$ cat config.mk
export PLATFORM = sky130hd
export DESIGN_NAME = mmio_bus_bridge
export DESIGN_NICKNAME = d
export VERILOG_FILES = /design/src/rtl/mmio_bus_bridge.sv
export SDC_FILE = /design/constraint.sdc
export NUM_CORES = 1
export LEC_CHECK = 0
export CAP_MARGIN = 20
export CORE_MARGIN = 3
export CORE_UTILIZATION = 42
export DETAILED_ROUTE_END_ITERATION = 8
export PLACE_DENSITY_LB_ADDON = 0.3
export SYNTH_ARGS = -nofsm -noshare
export SYNTH_HDL_FRONTEND = slang
export SYNTH_SLANG_ARGS = --single-unit
$ cat constraint.sdc
create_clock -name clock -period 2.9 [get_ports clock]
set_input_delay 0.58 -clock clock [delete_from_list [all_inputs] [get_ports clock]]
set_output_delay 0.58 -clock clock [all_outputs]
set_load 0.02 [all_outputs]
$ cat src/rtl/mmio_bus_bridge.sv
// mmio_bus_bridge: decodes the page field of a host access against a
// per-slave page map, runs a request/ready handshake with the selected
// slave under a bounded wait, and returns registered read data or an
// error response for unmapped or timed-out accesses.
module mmio_bus_bridge #(
    parameter int                               NUM_SLAVES  = 4,
    parameter int                               DATA_WIDTH  = 32,
    parameter int                               ADDR_WIDTH  = 32,
    parameter int                               PAGE_LSB    = 8,
    parameter int                               PAGE_WIDTH  = 4,
    parameter logic [NUM_SLAVES*PAGE_WIDTH-1:0] SLAVE_PAGES = {4'd9, 4'd8, 4'd1, 4'd0},
    parameter int                               TIMEOUT     = 15,
    parameter logic [DATA_WIDTH-1:0]            ERR_DATA    = 32'hDEAD_BEEF
) (
    input  logic                             clock,
    input  logic                             reset,
    input  logic                             host_req,
    input  logic                             host_we,
    input  logic [ADDR_WIDTH-1:0]            host_addr,
    input  logic [DATA_WIDTH-1:0]            host_wd,
    output logic                             host_busy,
    output logic                             host_ready,
    output logic                             host_err,
    output logic [DATA_WIDTH-1:0]            host_rd,
    output logic [NUM_SLAVES-1:0]            s_sel,
    output logic [NUM_SLAVES-1:0]            s_we,
    output logic [ADDR_WIDTH-1:0]            s_addr,
    output logic [DATA_WIDTH-1:0]            s_wd,
    input  logic [NUM_SLAVES-1:0]            s_ready,
    input  logic [NUM_SLAVES*DATA_WIDTH-1:0] s_rd,
    output logic [7:0]                       err_count,
    output logic [ADDR_WIDTH-1:0]            err_addr
);

    localparam int         IDX_W      = (NUM_SLAVES > 1) ? $clog2(NUM_SLAVES) : 1;
    localparam logic [7:0] LP_TO_LAST = 8'(TIMEOUT - 1);

    typedef enum logic [1:0] {
        ST_IDLE,
        ST_WAIT,
        ST_RESP
    } state_t;

    state_t                  r_state;
    logic [IDX_W-1:0]        r_idx;
    logic [7:0]              r_cnt;
    logic [NUM_SLAVES-1:0]   r_sel;
    logic [NUM_SLAVES-1:0]   r_s_we;
    logic [ADDR_WIDTH-1:0]   r_s_addr;
    logic [DATA_WIDTH-1:0]   r_s_wd;
    logic                    r_busy;
    logic                    r_ready;
    logic                    r_err;
    logic [DATA_WIDTH-1:0]   r_rd;
    logic [7:0]              r_err_count;
    logic [ADDR_WIDTH-1:0]   r_err_addr;

    logic [PAGE_WIDTH-1:0]   w_page;
    logic                    w_hit;
    logic [IDX_W-1:0]        w_idx;
    logic [NUM_SLAVES-1:0]   w_onehot;
    logic                    w_rdy_sel;
    logic [DATA_WIDTH-1:0]   w_rd_sel;

    // Page decode: lowest-numbered slave whose map entry matches wins.
    always_comb begin
        // NOTE: every variable gets a default first so no path leaves it unassigned (no latch).
        w_page = host_addr[PAGE_LSB +: PAGE_WIDTH];
        w_hit  = 1'b0;
        w_idx  = '0;
        for (int i = NUM_SLAVES - 1; i >= 0; i--) begin
            if (SLAVE_PAGES[i*PAGE_WIDTH +: PAGE_WIDTH] == w_page) begin
                w_hit = 1'b1;
                w_idx = IDX_W'(i);
            end
        end
        for (int i = 0; i < NUM_SLAVES; i++) begin
            w_onehot[i] = (w_idx == IDX_W'(i));
        end
    end

    // Pick the ready bit and read data of the latched slave; others are ignored.
    always_comb begin
        w_rdy_sel = 1'b0;
        w_rd_sel  = '0;
        for (int i = 0; i < NUM_SLAVES; i++) begin
            if (r_idx == IDX_W'(i)) begin
                w_rdy_sel = s_ready[i];
                w_rd_sel  = s_rd[i*DATA_WIDTH +: DATA_WIDTH];
            end
        end
    end

    // Transaction FSM with all outputs registered.
    always_ff @(posedge clock or negedge reset) begin
        // NOTE: asynchronous reset clears every output, so a mid-transaction reset drops s_sel at once.
        if (!reset) begin
            r_state     <= ST_IDLE;
            r_idx       <= '0;
            r_cnt       <= '0;
            r_sel       <= '0;
            r_s_we      <= '0;
            r_s_addr    <= '0;
            r_s_wd      <= '0;
            r_busy      <= 1'b0;
            r_ready     <= 1'b0;
            r_err       <= 1'b0;
            r_rd        <= '0;
            r_err_count <= '0;
            r_err_addr  <= '0;
        end else begin
            // NOTE: non-blocking assignments so every register samples pre-edge values.
            r_ready <= 1'b0;
            case (r_state)
                ST_IDLE: begin
                    if (host_req) begin
                        r_s_addr <= host_addr;
                        r_s_wd   <= host_wd;
                        r_busy   <= 1'b1;
                        r_cnt    <= '0;
                        if (w_hit) begin
                            r_idx   <= w_idx;
                            r_sel   <= w_onehot;
                            r_s_we  <= host_we ? w_onehot : '0;
                            r_state <= ST_WAIT;
                        end else begin
                            r_ready    <= 1'b1;
                            r_err      <= 1'b1;
                            r_rd       <= ERR_DATA;
                            r_err_addr <= host_addr;
                            if (r_err_count != 8'hFF) r_err_count <= r_err_count + 8'd1;
                            r_state    <= ST_RESP;
                        end
                    end
                end
                ST_WAIT: begin
                    if (w_rdy_sel) begin
                        r_rd    <= w_rd_sel;
                        r_err   <= 1'b0;
                        r_ready <= 1'b1;
                        r_sel   <= '0;
                        r_s_we  <= '0;
                        r_state <= ST_RESP;
                    end else if (r_cnt == LP_TO_LAST) begin
                        r_rd       <= ERR_DATA;
                        r_err      <= 1'b1;
                        r_ready    <= 1'b1;
                        r_err_addr <= r_s_addr;
                        if (r_err_count != 8'hFF) r_err_count <= r_err_count + 8'd1;
                        r_sel      <= '0;
                        r_s_we     <= '0;
                        r_state    <= ST_RESP;
                    end else begin
                        r_cnt <= r_cnt + 8'd1;
                    end
                end
                ST_RESP: begin
                    r_busy  <= 1'b0;
                    r_cnt   <= '0;
                    r_state <= ST_IDLE;
                end
                default: begin
                    r_busy  <= 1'b0;
                    r_sel   <= '0;
                    r_s_we  <= '0;
                    r_state <= ST_IDLE;
                end
            endcase
        end
    end

    assign host_busy  = r_busy;
    assign host_ready = r_ready;
    assign host_err   = r_err;
    assign host_rd    = r_rd;
    assign s_sel      = r_sel;
    assign s_we       = r_s_we;
    assign s_addr     = r_s_addr;
    assign s_wd       = r_s_wd;
    assign err_count  = r_err_count;
    assign err_addr   = r_err_addr;

endmodule

-- Word-level counts from Yosys, hierarchy flattened
Index checks and enable logic that the tools add are counted.
- bits in registers: 159
- bits in latches: 0
- memory bits (writable): 0
- memory bits (read-only): 0
- logic and storage cells: 113
- memories kept: 0
- add/subtract/negate cells: 2
- multiply operators: 0
- div/mod/pow operators: 0
- order comparisons: 0
- eq/ne operators: 20
- shift-type cells: 0
- muxes and demuxes: 62
- bitwise logic cells: 2
- reductions and logical operators: 14
- operators by type and width (kind ; number):
    $mux W32 ; 12
    $pmux W32 S2 ; 2
    $mux W8 ; 8
    $mux W4 ; 7
    $pmux W4 S3 ; 2
    $pmux W8 S3 ; 1
    $mux W1 ; 17
    $add A8 B1 Y8 const B ; 2
    $mux W2 ; 8
    $pmux W8 S2 ; 1
    $ne A2 B2 Y1 const B ; 6
    $reduce_and A4 Y1 ; 3
    $eq A2 B2 Y1 const B ; 5
    $eq A4 B4 Y1 const A ; 2
    $eq A8 B4 Y1 const B ; 1
    $ne A8 B8 Y1 const B ; 1
    $eq A2 B1 Y1 const B ; 3
    $logic_not A2 Y1 ; 3
    $pmux W1 S2 ; 3
    $reduce_and A2 Y1 ; 3
    $reduce_and A5 Y1 ; 1
    $eq A1 B4 Y1 const A ; 1
    $logic_not A4 Y1 ; 1
    $pmux W2 S2 ; 1
    other kinds (5) ; 6

-- Logic depth before layout (Yosys ltp)
Gate-level depths: netlist of the first run.
- word-level depth: 10
- gate-level depth with buffers: 8
- gate-level depth less buffers: 7

-- Worst setup path after synthesis of the first run
Ideal clock, no wire load.
- path kind: input to register
- start: input s_ready[3]
- end: register r_rd[15] (netlist: host_rd[15])
- data arrival time: 1.998 ns
- setup slack: 0.781 ns
- stages: 6
- path buffers: 1
- path through: mux4_2 a21o_4 a21boi_4 inv_4 buf_6 o22a_1
- longest elaborated chain between the ends: 3
- elaborated cells on any way between the ends: 5
- those cells by class: eq/ne (1); mux (3); reduce/logical (1)
- RTL lines (what ; RTL line ; text):
    start: declaration ; 29 ; input logic [NUM_SLAVES-1:0] s_ready,
    $mux W1 * ; 87 ; if (r_idx == IDX_W'(i)) begin
    $ne A3 B3 Y1 (no line) or $mux W32 (tied branches) ; -- ;
    $reduce_and A4 Y1 (no line) or $pmux W32 S2 (tied branches) ; -- ;
    end signal: assignment ; 138 ; r_rd <= w_rd_sel;
    end: declaration ; 54 ; logic [DATA_WIDTH-1:0] r_rd;
Every way passes the cells marked *; elsewhere a longest branch is shown, timed or not.
A chain may end at the register's enable or synchronous reset.

-- Final worst setup path of the first run
- start: input host_req
- end: register r_rd[24] (netlist: host_rd[24])
- longest elaborated chain between the ends: 2
- RTL lines (what ; RTL line ; text):
    start: declaration ; 17 ; input logic host_req,
    $ne A2 B2 Y1 (no line) ; -- ;
    $reduce_and A4 Y1 (no line) ; -- ;
No other way between the ends.

==> results.yml, run 1 <==
clock_tree:
  cts_buffers: 17
  ctsHoldBuffers: 0
  cts_setup_buffers: 0
  htreeDepth: 4
  clk_latency_ns: 0.42
  cts.sinks: 159
  post_cts_resized: 0
  path_clk_slew_ns: 0.06
  cts_root_buf: "clkbuf_16"
  ctsLongestPathBuffers: 2
  cts_tree: "done"
worst_setup_path:
  worstPathRequired_ns: 3.20
  timing.rr.start: "r_cnt[0]"
  cp-end-kind: "flip-flop"
  rr_endpoint: "err_count[1]"
  crit_end: "host_rd[24]"
  crit_fanout: 66
  criticalPathCategory: "in -> reg"
  startpoint: "host_req"
  start_kind: "input port"
  r2r_slack_ns: 0.64
  cp.arrival_ns: 2.57
  ff2ff_path_depth: 7
sta:
  period_minus_slack_ns: 2.27
  hold_violations: 0
  finClkSkew_ns: 0.00579
  grt_setup_unrepaired: "false"
  setup_violations: 0
  relSlewSlack_pct: 49.7
  timing.final.crit_share_pct: 78.1
  max_freq_ghz: 0.441
  tightest_slew_ns: 0.755
  fin_setup_tns_ns: 0
  slew_viol_final: 0
power_and_ir_drop:
  power_density_nw_per_um2: 868
  peakVddDrop_v: 0.000545
  leakagePower_uw: 0.00455
detailed_routing:
  drc: 0
  vias: 6125
  drt_first_pass_iters: 6
  vias_per_cell: 5.44
  drt_first_iter_violations: 228
  antenna_left: 0
  post_drt_wl_per_cell_microns: 21.0
  wl_microns: 23600
grt:
  antenna_found_initial: 0
  grt_max_degree: 84
  grt_pass1_vias: 6541
  overflow: 0
  grt.total_usage_pct: 24.6
  grt_pass1_wl_microns: 37200
placed_design:
  io_buffers: 346
  dpl.hpwl_microns: 17900
  gp_congestion: 0.930
  placed_area_sq_um: 11100
logic_synthesis:
  synth_flop_cell: "dfrtp_1"
  syn_nets: 756
  synthTopCellsByArea: "dfrtp_1 54%, mux2_2 11%, mux4_2 10%"
  ys_ff_latch: 159
  syn_area_sq_um: 7370
  synth_cell_type_count: 46
  yosysWarnings: 0
  yosysMostFrequentCell: "dfrtp_1"
  synthCells: 553
  avgSynthCellArea_sq_um: 13.3
  synth_commonest_cells: "159 x dfrtp_1, 72 x o21ai_0, 70 x mux2_2, 36 x mux2i_1, 33 x mux4_2"
  async_flop_share_pct: 100
  synth_edf_count: 0
  yosysTopAreaCellShare_pct: 54.0
  synth_area_leader_cell: "dfrtp_1"
  seq_area_frac_synth_pct: 54.0
floorplanning:
  die_area_sq_um: 19200
  die_w_microns: 138
  core_area_sq_um: 16900
  num_rows: 47
  ios: 347
  start_util_pct: 43.7
  die-height_microns: 138
worst_hold_path:
  min_path_type: "in -> async"
layout:
  area_growth_pct: 58.6
  drive_above_1_share_pct: 18.0
  insertedDiodeCount: 0
  finish.instance_area_sq_um: 11700
  nNetsFinal: 1095
run_status:
  status: "complete, no violations"
job:
  drv_cap: 0
critical path, cell delays in order:
cell	delay, ns
clkdlybuf4s50_1	0.53
nor3b_2	0.33
buf_12	0.36
nand2_1	0.10
a21boi_4	0.16
buf_4	0.20
a22o_1	0.24
area by class of cell:
| cell class | instances | area, sq um |
|---|---|---|
| clock buffers | 22 | 474 |
| repair buffers | 362 | 3620 |
| fillers | 1136 | 5180 |
| clock inverters | 10 | 104 |
| well taps | 220 | 275 |
| inverters | 7 | 28.8 |
| multi-input cells | 345 | 3210 |
| flip-flops and latches | 159 | 3980 |
metrics by stage:
| stage | utilization (%) | power, uW | std cells | setup WS, ns | hold slack (ns) |
|---|---|---|---|---|---|
| after floorplan | - | 5730 | 553 | 0.781 | 0.284 |
| after global placement | 65.9 | 7910 | 1093 | 0.359 | 0.470 |
| after detailed placement | 65.9 | 8050 | 1093 | 0.220 | 0.475 |
| after CTS | 69.3 | 10200 | 1125 | 0.636 | 0.227 |
| after global routing | 69.3 | 10700 | 1125 | 0.456 | 0.247 |
| final | 69.3 | 10200 | 1125 | 0.634 | 0.199 |
routing by layer:
layer	vias to the layer above	routed length, microns	GRT usage (%)
met5	-	0	0
met4	0	580	7.18
met3	41	2410	10.9
met2	290	11800	41.3
met1	3031	8790	28.6
li1	2763	-	-
how the worst min path moves through the flow:
stage | depth (start not counted) | slack (ns) | to
global route | 1 | 0.25 | s_wd[18]
CTS | 1 | 0.23 | s_wd[18]
floorplan | 0 | 0.28 | err_addr[0]
global placement | 1 | 0.47 | host_busy
detailed placement | 1 | 0.48 | host_busy
finish | 1 | 0.20 | s_wd[18]
cells in the final DEF (no fill, tap or decap), drive strengths merged, types with 10 or more instances in the layout:
cell type	n
o21ai	73
clkbuf	22
a21oi	10
buf	17
clkdlybuf4s50	345
o22a	25
mux2	70
nand2	17
dfrtp	159
mux2i	36
mux4	33
registers in the layout, summed over array words and instances (netlist names), 4 cells and up:
register,cells
err_addr,32
err_count,8
host_rd,32
r_cnt,8
s_addr,32
s_sel,4
s_wd,32
s_we,4
where the power goes:
part	total [uW]	switching (uW)	internal, uW
sequential	3430	504	2930
combinational	4560	2210	2350
clock	2160	903	1260
total	10200	3620	6540
cell families (layout without fill, tap and decap cells):
family | Yosys count | in the layout | synth area share [%]
AO/OA/AOI/OAI | 128 | 128 | 11.1
XOR/XNOR | 7 | 7 | 0.832
adder cells (fa/ha/maj) | 3 | 3 | 0.509
buffers and inverters | 49 | 401 | 2.95
flip-flops | 159 | 159 | 54.0
multiplexers | 139 | 139 | 25.7
AND/OR/NAND/NOR | 68 | 68 | 4.97
(Power assumes the default switching activity.)
==> inputs of run 2 (changes only) <==
Clock period 2.9 ns to 2.1 ns, I/O delays scaled along.
==> results.yml, run 2 (synthesized netlist as in run 1, its figures left out) <==
run_status:
  status: "complete, no violations"
grt:
  grt.total_usage_pct: 24.9
  grt_pass1_vias: 6700
  overflow: 0
  grt_pass1_wl_microns: 38000
  antenna_found_initial: 0
  grt_max_degree: 59
layout:
  insertedDiodeCount: 0
  multi_input_area_sq_um: 3220
  layout.cells.non_filler: 1144
  drive_above_1_share_pct: 19.7
  regArea_sq_um: 3980
  final_common_cell: "clkdlybuf4s50_1"
  final_cell_mix: "345 x clkdlybuf4s50_1, 158 x dfrtp_1, 72 x o21ai_0"
  nNetsFinal: 1114
  area_growth_pct: 61.3
  fillers: 1156
worst_setup_path:
  crit_fanout: 6
  worstPathRequired_ns: 2.40
  criticalPathCategory: "reg -> reg"
  cpMaxStageDelayCell: "dfrtp_1"
  cp-end-kind: "flip-flop"
  path_cells: "buf_4 -> nor3b_2 -> a32oi_2 -> buf_4 -> nor4_1 -> mux2_2"
  startpoint: "r_state[1]"
  critPathMostFrequentCell: "buf_4"
  cp.arrival_ns: 2.29
  start_kind: "flip-flop"
  timing.rr.start: "r_state[1]"
  cpPeakStageDelay_ns: 0.46
floorplanning:
  ios: 347
  num_rows: 47
  die-height_microns: 138
  die_area_sq_um: 19200
  die_w_microns: 138
  core_area_sq_um: 16900
  start_util_pct: 43.7
detailed_routing:
  antenna_left: 0
  wl_microns: 23900
  drc: 0
  vias: 6159
  drt_first_pass_iters: 4
  drt_first_iter_violations: 213
  vias_per_cell: 5.38
  post_drt_wl_per_cell_microns: 20.9
placed_design:
  dp.cells: 1111
  dpl.hpwl_microns: 18500
  gp_congestion: 0.960
  io_buffers: 346
  place_ws_ns: -0.236
clock_tree:
  cts_root_buf: "clkbuf_16"
  cts_buffers: 17
  htreeDepth: 4
  cts.sinks: 159
  clk_latency_ns: 0.42
  ctsLongestPathBuffers: 2
  cts_tree: "done"
  path_clk_slew_ns: 0.06
  cts_setup_buffers: 0
worst_hold_path:
  min_path_type: "reg -> reg"
  min_from: "host_busy"
sta:
  grt_setup_unrepaired: "false"
  slew_viol_final: 0
  worst_slack_ns: 0.109
  relSlewSlack_pct: 65.8
  hold_violations: 0
  period_minus_slack_ns: 1.99
  max_freq_ghz: 0.502
  finClkSkew_ns: 0.00614
  tightest_slew_ns: 0.514
  timing.final.crit_share_pct: 94.8
  setup_violations: 0
power_and_ir_drop:
  peakVddDrop_v: 0.000768
  leakagePower_uw: 0.00467
  power_density_nw_per_um2: 1200
job:
  drv_cap: 0
-- run 2: power breakdown --
part	switching [uW]	internal (uW)
clock network	1250	1830
logic	3090	3340
registers	687	4050
total	5020	9220
-- run 2: timing repair --
action	in CTS	in global routing
hold buffers	1	0
gates resized for setup	0	2
endpoints found under the setup margin	0	2
endpoints found under the hold margin	50	0
-- run 2: critical path: cells and delay by family (launching register included) --
| kind | cells | cell delay (ns) |
|---|---|---|
| compound gates | 1 | 0.11 |
| mux | 1 | 0.37 |
| buf+inv | 2 | 0.40 |
| simple gates | 2 | 0.53 |
| flops | 1 | 0.46 |
-- run 2: path summary, 6_finish.rpt --
| check | end | depth (start not counted) | slack, ns |
|---|---|---|---|
| max in group asynchronous | s_addr[27] | 3 | 0.91 |
| worst max register to register | err_count[7] | 6 | 0.11 |
| worst max-delay path | err_count[7] | 6 | 0.11 |
| worst min-delay path | host_busy | 1 | 0.49 |
| worst min register to register | host_busy | 1 | 0.49 |
| min in group asynchronous | s_wd[18] | 2 | 0.50 |
-- run 2: layer usage --
| layer | vias to the layer above | GRT usage, % | share of wire, % |
|---|---|---|---|
| met1 | 3058 | 29.4 | 38 |
| met3 | 39 | 9.36 | 8.9 |
| met2 | 271 | 42.3 | 51 |
| met5 | - | 0 | 0 |
| met4 | 0 | 7.96 | 2.4 |
| li1 | 2791 | - | - |
-- run 2: layout make-up --
cell class	instances	share of cell area, %
Inverter	7	0.242
Tap cell	220	2.32
Timing Repair Buffer	381	31.9
Clock buffer	22	3.90
Clock inverter	10	1.09
Sequential cell	159	33.5
Multi-Input combinational cell	345	27.1
-- run 2: metrics by stage --
| step | utilization [%] | cell area [sq um] | setup TNS (ns) | hold slack (ns) | power [uW] |
|---|---|---|---|---|---|
| 2_1_floorplan | - | 7370 | 0 | 0.124 | 7910 |
| 3_3_place_gp | 66.8 | 11300 | -8.28 | 0.395 | 11100 |
| 3_5_place_dp | 66.8 | 11300 | -11.95 | 0.403 | 11200 |
| 4_1_cts | 70.4 | 11900 | 0 | 0.493 | 14400 |
| 5_1_grt | 70.5 | 11900 | 0 | 0.505 | 15000 |
| 6_report | 70.5 | 11900 | 0 | 0.488 | 14200 |
==> inputs of run 3 (changes only) <==
Settings changed: PLACE_DENSITY set to 0.91, PLACE_DENSITY_LB_ADDON 0.3 to unset.
==> results.yml, run 3 (synthesized netlist as in run 1, its figures left out) <==
worst_setup_path:
  path_depth: 6
  cp-end-kind: "flip-flop"
  start_kind: "input port"
  ff2ff_path_depth: 4
  worstPathRequired_ns: 2.45
  cpMaxStageDelayCell: "or4b_2"
  path_delay_family: "simple AND/OR/NAND/NOR gates"
  crit_buf_inv: 2
  criticalPathCategory: "in -> reg"
  cp.arrival_ns: 2.34
  cpPeakStageDelay_ns: 0.68
  path_cells: "clkdlybuf4s50_1 -> or4b_2 -> buf_4 -> nor4b_1 -> a21oi_1 -> o21ai_0"
  crit_fanout: 7
run_status:
  status: "complete, no violations"
layout:
  area_growth_pct: 62.6
  finish.instance_area_sq_um: 12000
  layout.cells.non_filler: 1152
  nNetsFinal: 1120
  drive_above_1_share_pct: 20.6
  final_cell_mix: "345 x clkdlybuf4s50_1, 158 x dfrtp_1, 72 x o21ai_0"
  fillers: 1124
  final_common_cell: "clkdlybuf4s50_1"
clock_tree:
  cts_setup_buffers: 0
  ctsLongestPathBuffers: 2
  htreeDepth: 4
  cts_tree: "done"
  cts.sinks: 159
  clk_latency_ns: 0.42
  path_clk_slew_ns: 0.07
  cts_root_buf: "clkbuf_16"
  cts_buffers: 17
sta:
  setup_violations: 0
  timing.final.crit_share_pct: 94.8
  hold_violations: 0
  tightest_slew_ns: 0.498
  period_minus_slack_ns: 1.99
  fin_setup_tns_ns: 0
  grt_setup_unrepaired: "false"
  relSlewSlack_pct: 66.8
  max_freq_ghz: 0.502
  finClkSkew_ns: 0.0121
  slew_viol_final: 0
  worst_slack_ns: 0.109
power_and_ir_drop:
  peakVddDrop_v: 0.000739
  leakagePower_uw: 0.00470
  power_density_nw_per_um2: 1190
floorplanning:
  die_area_sq_um: 19200
  ios: 347
  num_rows: 47
  die_w_microns: 138
  die-height_microns: 138
  start_util_pct: 43.7
  core_area_sq_um: 16900
detailed_routing:
  drc: 0
  wl_microns: 25700
  antenna_left: 0
  drt_first_pass_iters: 5
  vias: 6360
  post_drt_wl_per_cell_microns: 22.3
  vias_per_cell: 5.52
  drt_first_iter_violations: 281
grt:
  overflow: 0
  grt.total_usage_pct: 26.9
  grt_pass1_wl_microns: 40300
  grt_max_degree: 51
  grt_pass1_vias: 6997
  antenna_found_initial: 2
placed_design:
  gp_congestion: 0.920
  dp.cells: 1117
  placed_area_sq_um: 11400
  io_buffers: 346
  place_ws_ns: -0.313
  dpl.hpwl_microns: 19400
worst_hold_path:
  whs_path_depth: 2
  min_path_type: "reg -> reg"
job:
  drv_cap: 0
## run 3: tightest hold or removal path: cells and delay by family (launching register included)
kind / cells / cell delay [ns]
flops: 1 / 0.34
compound gates: 2 / 0.13
## run 3: final timing paths
path	slack (ns)	start	end
setup / recovery	0.11	host_addr[9]	s_we[0]
hold / removal	0.51	err_addr[25]	err_addr[25]
setup reg to reg	0.12	r_state[1]	s_addr[15]
hold reg to reg	0.51	err_addr[25]	err_addr[25]
max in group asynchronous	0.88	reset	r_idx[0]
min in group asynchronous	0.52	reset	err_addr[26]
## run 3: report_power, final
part	leakage [uW]	switching (uW)	internal (uW)	total, uW
sequential	0.00188	693	4050	4740
clock	0.000275	1380	1670	3050
combinational	0.00254	3100	3390	6490
total	0.00470	5170	9110	14300
## run 3: stage by stage
stage | total power (uW) | hold WS [ns] | utilization, %
global placement | 11100 | 0.404 | 67.4
finish | 14300 | 0.507 | 71.0
global route | 15000 | 0.527 | 71.0
floorplan | 7910 | 0.124 | -
detailed placement | 11300 | 0.403 | 67.4
CTS | 14400 | 0.511 | 70.9
## run 3: area by class of cell
type,instances,area (sq um),share of cell area [%]
Timing Repair Buffer,387,3880,32.4
Tap cell,220,275,2.30
Sequential cell,159,3980,33.2
Multi-Input combinational cell,345,3240,27.0
Clock buffer,17,425,3.55
Inverter,7,28.8,0.240
Clock inverter,15,154,1.28
Antenna cell,2,5.00,0.0418
## run 3: repair_timing
item | in CTS | in global routing
pin swaps | 0 | 1
resized for setup | 1 | 4
hold buffers | 1 | 0
endpoints found under the setup margin | 1 | 4
endpoints found under the hold margin | 45 | 0
## run 3: per-layer routing
layer | global-route usage (%) | part of all wire, % | vias up
li1 | - | - | 2823
met1 | 32.9 | 39 | 3204
met2 | 45.2 | 51 | 284
met3 | 8.49 | 8.0 | 47
met4 | 9.41 | 2.5 | 2
met5 | 0 | 0.051 | -
